===== src/rtl/wt_cache_pkg.sv =====
// ----------------------------------------------------------------------------
// wt_cache_pkg : shared L1 <-> memory adapter types and conversion helpers
// Revision 1.0
// ----------------------------------------------------------------------------
`default_nettype none

package wt_cache_pkg;

  localparam int unsigned PLEN   = 32;
  localparam int unsigned XLEN   = 64;
  localparam int unsigned TID_W  = 4;
  localparam int unsigned USER_W = 8;

  localparam logic [2:0] IC_FILL_SIZE = 3'd7;

  typedef enum logic [0:0] {
    L1_SRC_IC = 1'b0,
    L1_SRC_DC = 1'b1
  } l1_src_e;

  typedef enum logic [1:0] {
    L1_REQ_IFILL  = 2'd0,
    L1_REQ_LOAD   = 2'd1,
    L1_REQ_STORE  = 2'd2,
    L1_REQ_ATOMIC = 2'd3
  } l1_req_e;

  typedef enum logic [2:0] {
    L1_RTRN_IFILL_ACK  = 3'd0,
    L1_RTRN_LOAD_ACK   = 3'd1,
    L1_RTRN_STORE_ACK  = 3'd2,
    L1_RTRN_ATOMIC_ACK = 3'd3,
    L1_RTRN_INV_REQ    = 3'd4
  } l1_rtrn_e;

  typedef struct packed {
    logic              nc;
    logic [TID_W-1:0]  tid;
    logic [PLEN-1:0]   paddr;
  } icache_req_t;

  typedef struct packed {
    l1_req_e           rtype;
    logic              nc;
    logic [2:0]        size;
    logic [TID_W-1:0]  tid;
    logic [PLEN-1:0]   paddr;
    logic [XLEN-1:0]   data;
    logic [USER_W-1:0] user;
    logic [3:0]        amo_op;
  } dcache_req_t;

  typedef struct packed {
    l1_src_e           src;
    l1_req_e           rtype;
    logic              nc;
    logic [2:0]        size;
    logic [TID_W-1:0]  tid;
    logic [PLEN-1:0]   paddr;
    logic [XLEN-1:0]   data;
    logic [USER_W-1:0] user;
    logic [3:0]        amo_op;
  } l1_mem_req_t;

  typedef struct packed {
    l1_rtrn_e          rtype;
    logic [TID_W-1:0]  tid;
    logic [XLEN-1:0]   data;
  } l1_mem_rtrn_t;

  typedef struct packed {
    l1_rtrn_e          rtype;
    logic [TID_W-1:0]  tid;
    logic [XLEN-1:0]   data;
  } icache_rtrn_t;

  typedef struct packed {
    l1_rtrn_e          rtype;
    logic [TID_W-1:0]  tid;
    logic [XLEN-1:0]   data;
  } dcache_rtrn_t;

  function automatic l1_mem_req_t ic2mem(input icache_req_t req);
    l1_mem_req_t m;
    m        = '0;
    m.src    = L1_SRC_IC;
    m.rtype  = L1_REQ_IFILL;
    m.nc     = req.nc;
    m.size   = IC_FILL_SIZE;
    m.tid    = req.tid;
    m.paddr  = req.paddr;
    return m;
  endfunction

  function automatic l1_mem_req_t dc2mem(input dcache_req_t req);
    l1_mem_req_t m;
    m.src    = L1_SRC_DC;
    m.rtype  = req.rtype;
    m.nc     = req.nc;
    m.size   = req.size;
    m.tid    = req.tid;
    m.paddr  = req.paddr;
    m.data   = req.data;
    m.user   = req.user;
    m.amo_op = req.amo_op;
    return m;
  endfunction

  function automatic icache_rtrn_t rtrn2ic(input l1_mem_rtrn_t r);
    icache_rtrn_t o;
    o.rtype = r.rtype;
    o.tid   = r.tid;
    o.data  = r.data;
    return o;
  endfunction

  function automatic dcache_rtrn_t rtrn2dc(input l1_mem_rtrn_t r);
    dcache_rtrn_t o;
    o.rtype = r.rtype;
    o.tid   = r.tid;
    o.data  = r.data;
    return o;
  endfunction

endpackage

`default_nettype wire


===== src/rtl/wt_credit_cnt.sv =====
// ----------------------------------------------------------------------------
// wt_credit_cnt : outstanding-transaction credit counter, saturating at 0/Max
// Revision 1.0
// ----------------------------------------------------------------------------
`default_nettype none

module wt_credit_cnt #(
  parameter int unsigned Max = 8
) (
  input  logic clk_i,
  input  logic rst_ni,
  input  logic inc_i,
  input  logic dec_i,
  output logic full_o,
  output logic zero_o,
  output logic underflow_o
);

  localparam int unsigned CNT_W = $clog2(Max + 1);

  logic [CNT_W-1:0] cnt;

  assign zero_o      = (cnt == '0);
  assign full_o      = (cnt == CNT_W'(Max));
  // A lone decrement at zero is reported and swallowed; the count never wraps.
  assign underflow_o = dec_i & ~inc_i & zero_o;

  always_ff @(posedge clk_i or negedge rst_ni) begin
    if (!rst_ni) begin
      cnt <= '0;
    end else if (inc_i & ~dec_i & ~full_o) begin
      cnt <= cnt + 1'b1;
    end else if (dec_i & ~inc_i & ~zero_o) begin
      cnt <= cnt - 1'b1;
    end
  end

endmodule

`default_nettype wire


===== src/rtl/wt_l1_mem_arbiter.sv =====
// ----------------------------------------------------------------------------
// wt_l1_mem_arbiter : merges icache/dcache requests, routes memory returns
// Revision 1.0
// ----------------------------------------------------------------------------
`default_nettype none

module wt_l1_mem_arbiter
  import wt_cache_pkg::*;
#(
  parameter int unsigned MaxOutstandingIc = 2,
  parameter int unsigned MaxOutstandingDc = 8
) (
  input  logic         clk_i,
  input  logic         rst_ni,
  input  logic         icache_data_req_i,
  output logic         icache_data_ack_o,
  input  icache_req_t  icache_data_i,
  input  logic         dcache_data_req_i,
  output logic         dcache_data_ack_o,
  input  dcache_req_t  dcache_data_i,
  output logic         mem_req_vld_o,
  input  logic         mem_req_rdy_i,
  output l1_mem_req_t  mem_req_o,
  input  logic         mem_rtrn_vld_i,
  input  l1_mem_rtrn_t mem_rtrn_i,
  output logic         icache_rtrn_vld_o,
  output icache_rtrn_t icache_rtrn_o,
  output logic         dcache_rtrn_vld_o,
  output dcache_rtrn_t dcache_rtrn_o,
  output logic         busy_o,
  output logic         err_o
);

  logic    free;
  logic    elig_ic, elig_dc;
  logic    gnt_ic, gnt_dc;
  l1_src_e rr_ptr;
  logic    ic_full, dc_full, ic_zero, dc_zero, ic_uflow, dc_uflow;
  logic    rtrn_to_ic, rtrn_to_dc, ic_dec, dc_dec;

  // Gated by reset so the acks read 0 while reset is held, even with requests pending.
  assign free    = rst_ni & (~mem_req_vld_o | mem_req_rdy_i);
  assign elig_ic = icache_data_req_i & ~ic_full;
  assign elig_dc = dcache_data_req_i & ~dc_full;
  assign gnt_ic  = free & elig_ic & (~elig_dc | (rr_ptr == L1_SRC_IC));
  assign gnt_dc  = free & elig_dc & (~elig_ic | (rr_ptr == L1_SRC_DC));

  assign icache_data_ack_o = gnt_ic;
  assign dcache_data_ack_o = gnt_dc;

  always_ff @(posedge clk_i or negedge rst_ni) begin
    if (!rst_ni) begin
      mem_req_vld_o <= 1'b0;
      mem_req_o     <= '0;
      rr_ptr        <= L1_SRC_IC;
    end else if (free) begin
      mem_req_vld_o <= gnt_ic | gnt_dc;
      if (gnt_ic) begin
        mem_req_o <= ic2mem(icache_data_i);
        rr_ptr    <= L1_SRC_DC;
      end else if (gnt_dc) begin
        mem_req_o <= dc2mem(dcache_data_i);
        rr_ptr    <= L1_SRC_IC;
      end
    end
  end

  always_comb begin
    rtrn_to_ic = 1'b0;
    rtrn_to_dc = 1'b0;
    ic_dec     = 1'b0;
    dc_dec     = 1'b0;
    if (mem_rtrn_vld_i) begin
      case (mem_rtrn_i.rtype)
        L1_RTRN_IFILL_ACK: begin
          rtrn_to_ic = 1'b1;
          ic_dec     = 1'b1;
        end
        L1_RTRN_LOAD_ACK, L1_RTRN_STORE_ACK, L1_RTRN_ATOMIC_ACK: begin
          rtrn_to_dc = 1'b1;
          dc_dec     = 1'b1;
        end
        // Invalidations go to both caches and carry no credit.
        L1_RTRN_INV_REQ: begin
          rtrn_to_ic = 1'b1;
          rtrn_to_dc = 1'b1;
        end
        default: ;
      endcase
    end
  end

  always_ff @(posedge clk_i or negedge rst_ni) begin
    if (!rst_ni) begin
      icache_rtrn_vld_o <= 1'b0;
      dcache_rtrn_vld_o <= 1'b0;
      icache_rtrn_o     <= '0;
      dcache_rtrn_o     <= '0;
      err_o             <= 1'b0;
    end else begin
      icache_rtrn_vld_o <= rtrn_to_ic;
      dcache_rtrn_vld_o <= rtrn_to_dc;
      if (rtrn_to_ic) icache_rtrn_o <= rtrn2ic(mem_rtrn_i);
      if (rtrn_to_dc) dcache_rtrn_o <= rtrn2dc(mem_rtrn_i);
      err_o <= err_o | ic_uflow | dc_uflow;
    end
  end

  wt_credit_cnt #(
    .Max (MaxOutstandingIc)
  ) u_ic_cnt (
    .clk_i       (clk_i),
    .rst_ni      (rst_ni),
    .inc_i       (gnt_ic),
    .dec_i       (ic_dec),
    .full_o      (ic_full),
    .zero_o      (ic_zero),
    .underflow_o (ic_uflow)
  );

  wt_credit_cnt #(
    .Max (MaxOutstandingDc)
  ) u_dc_cnt (
    .clk_i       (clk_i),
    .rst_ni      (rst_ni),
    .inc_i       (gnt_dc),
    .dec_i       (dc_dec),
    .full_o      (dc_full),
    .zero_o      (dc_zero),
    .underflow_o (dc_uflow)
  );

  assign busy_o = ~ic_zero | ~dc_zero | mem_req_vld_o | icache_rtrn_vld_o | dcache_rtrn_vld_o;

endmodule

`default_nettype wire


===== config.mk =====
export PLATFORM = sky130hd
export DESIGN_NAME = wt_l1_mem_arbiter
export DESIGN_NICKNAME = d
export VERILOG_FILES = /design/src/rtl/wt_cache_pkg.sv /design/src/rtl/wt_credit_cnt.sv /design/src/rtl/wt_l1_mem_arbiter.sv
export SDC_FILE = /design/constraint.sdc
export NUM_CORES = 1
export LEC_CHECK = 0
export CORE_AREA = 5 5 192 194
export CTS_BUF_LIST = sky130_fd_sc_hd__clkbuf_4
export CTS_CLUSTER_SIZE = 14
export DETAILED_ROUTE_END_ITERATION = 8
export DIE_AREA = 0 0 197 199
export PLACE_DENSITY = 0.71
export REMOVE_ABC_BUFFERS = 1
export SYNTH_ARGS = -nofsm -noshare
export SYNTH_HDL_FRONTEND = slang
export SYNTH_SLANG_ARGS = --single-unit
export TNS_END_PERCENT = 30

===== constraint.sdc =====
create_clock -name clk_i -period 2.6 [get_ports clk_i]
set_input_delay 0.52 -clock clk_i [delete_from_list [all_inputs] [get_ports clk_i]]
set_output_delay 0.52 -clock clk_i [all_outputs]
set_load 0.02 [all_outputs]

==> flow_summary.ini <==
[status]
outcome = finished with violations
violations = negative setup slack

[placement]
place_ws_ns = -0.264
placed_cells = 1648
gp_congestion = 0.835
postPlaceCellArea_sq_mm = 0.0162
port_buffers = 499
dp_hpwl_um = 26700

[grt]
grt_max_degree = 150
antenna_found_initial = 2
first_global_vias = 9342
globalRoute.totalOverflow = 0
grt_pass1_wl_um = 54900
gr-usage-all-layers = 0.181

[die]
die_h_um = 199
die_area_sq_mm = 0.0392
coreArea_sq_mm = 0.0351
placementRows = 69
initial_core_util = 0.296
io_pins = 500
die_x_um = 197

[worst_setup_path]
critPathMaxFanout = 3
reg2reg_slack_ns = 0.21
worst_setup_path_end_kind = primary output
required_ns = 2.08
reg2reg_to = u_dc_cnt.cnt[3]
critPathArrivalTime_ns = 2.16
r2r_start = u_dc_cnt.cnt[1]
startpoint_type = flip-flop
crit_path_start = u_dc_cnt.cnt[1]
path_class = reg -> out
worstRegToRegCells = 10

[timing]
finalSetupViolCount = 3
fmax_ghz = 0.373
finalCritPeriodShare = 1.03
finClkSkew_ns = 0.0377
final_max_slew_viol_count = 0
tightestPinTransition_ns = 0.957
rsz0062_at_grt = true
min_period_ns = 2.68
finalHoldViolations = 0
relSlewSlack = 0.362
timing.final.ws_setup_ns = -0.0816

[layout]
final_common_cell = clkdlybuf4s50_1
mostFrequentLayoutCells = clkdlybuf4s50_1, dfrtp_1, mux2_2, clkbuf_4, a22o_1
final-instance-count-excl-fill = 1799
drive_gt1_frac = 0.244
syn2layout_area_growth_pct = 67.0
fillers = 3106
fin_area_sq_mm = 0.0173
final_nets = 1510

[logic_synthesis]
yosys_warnings = 0
synth_top_family_by_area = multiplexers
yosys.area_share.xor_xnor = 0.000845
synth_compound_area_frac = 0.111
ys_seq_area_frac = 0.657
syn_inst = 693
synth_edf_count = 0
synthArstFlopShare = 1.00
yosysUniqueCellTypes = 44
synthMuxAreaShare = 0.162
syn_area_sq_mm = 0.0104
yosys.area_share.adder = 0.00435
synth_ff_type = dfrtp_1
synth_seq_cells = 272
synthSimpleGateAreaFrac = 0.0299
synth.avg_cell_area_sq_um = 15.0

[hold_path]
hp-class = in -> async

[power]
total_leakage_power_nw = 7.52
p_total_mw = 15.9
clkPwrFrac = 0.264
p_sw_mw = 5.31
combPwrFrac = 0.368
seqPwrFrac = 0.368
vdd_drop_max_mv = 0.510
power_density_mw_per_mm2 = 921
p_int_mw = 10.6
power.share.switching = 0.333

[routing]
dr_total_vias = 8389
postRouteAntennaNets = 0
viasPerCell = 4.66
routed_wl_um = 36600
drc = 0
drt_iter0_markers = 385
wire_per_inst_um = 20.4
dr.pass1.iters = 6

[clock_tree]
cts.root.buffer_cell = clkbuf_4
worst_skew_pair.late_latency_ns = 0.75
cts_max_level = 3
clock-sinks = 272
ctsLongestPathBuffers = 3
numCtsBuffers = 76
cts_tree = built
clkTransAtPathRegs_ns = 0.06

[flow_run]
max_cap_viol_count = 0
critical path, stage by stage, from the launching register on:
cell and delay, ns:
dfrtp_1 0.39, or4b_4 0.56, and3_4 0.19, nor2_4 0.14, buf_6 0.14
power by group through the flow:
stage	Clock, mW	Sequential [mW]	Combinational, mW
3_3_place_gp	0	5.90	5.75
4_1_cts	4.39	5.86	5.94
3_5_place_dp	0	5.93	5.80
2_1_floorplan	0	7.09	1.33
5_1_grt	4.66	5.99	6.19
6_report	4.20	5.87	5.87
worst max-delay path by stage:
stage | to | slack, ns | cells past startpoint
2_1_floorplan | dcache_rtrn_o[0] | -2.13 | 5
3_3_place_gp | u_dc_cnt.cnt[3] | -0.20 | 11
3_5_place_dp | u_dc_cnt.cnt[3] | -0.26 | 11
4_1_cts | icache_data_ack_o | -0.20 | 4
5_1_grt | dcache_data_ack_o | -0.24 | 5
6_report | icache_data_ack_o | -0.08 | 4
cell families after synthesis:
logic type | Yosys count
flip-flops | 272
multiplexers | 150
AO/OA/AOI/OAI | 137
buffers and inverters | 74
AND/OR/NAND/NOR | 56
adder cells (fa/ha/maj) | 3
XOR/XNOR | 1
cell usage after synthesis (6+ instances only):
master / count / share of area
dfrtp_1: 272 / 0.66
mux2_2: 138 / 0.15
a22o_1: 78 / 0.066
inv_1: 29 / 0.011
a222oi_1: 26 / 0.025
buf_2: 23 / 0.011
nand2_1: 23 / 0.0083
o21ai_0: 17 / 0.0082
mux2i_1: 12 / 0.012
buf_1: 7 / 0.0025
buf_6: 6 / 0.0065
nor2_1: 6 / 0.0022
layer usage:
metal	track usage	wire, um	vias to the layer above
li1	-	-	3782
met1	0.204	13600	4128
met2	0.294	17700	417
met3	0.0940	4340	62
met4	0.0663	995	0
met5	0	0	-
stage by stage:
step	utilization	hold WS, ns	setup TNS, ns
final	0.494	0.190	-0.157
after global placement	0.461	0.303	-0.287
after CTS	0.493	0.0921	-0.460
after global routing	0.494	0.0675	-0.650
after detailed placement	0.461	0.304	-0.487
after floorplan	-	0.224	-296.84
area by class of cell:
class / instances / area (sq um) / area share
well taps: 461 / 577 / 0.0333
inverters: 30 / 120 / 0.00694
diodes: 7 / 17.5 / 0.00101
clock buffers: 111 / 833 / 0.0482
flip-flops and latches: 272 / 6810 / 0.394
multi-input cells: 347 / 3220 / 0.186
repair buffers: 548 / 5530 / 0.319
clock inverters: 23 / 200 / 0.0116
what timing repair did:
item                                    4_1_cts  5_1_grt
hold endpoints to repair                     55        0
gates resized for setup                      10        1
setup buffers                                 8        1
pin swaps                                     4        1
hold buffers                                  1        0
endpoints found under the setup margin        3        3
flip-flops by register name, summed over array words and instances, names as in the netlist:
| name | flops |
|---|---|
| icache_rtrn_o | 71 |
| err_o | 1 |
| u_ic_cnt.cnt | 2 |
| rr_ptr | 1 |
| mem_req_o | 119 |
| dcache_rtrn_vld_o | 1 |
| mem_req_vld_o | 1 |
| u_dc_cnt.cnt | 4 |
| icache_rtrn_vld_o | 1 |
| dcache_rtrn_o | 71 |
Note: power is estimated with default switching activity, not from simulation.
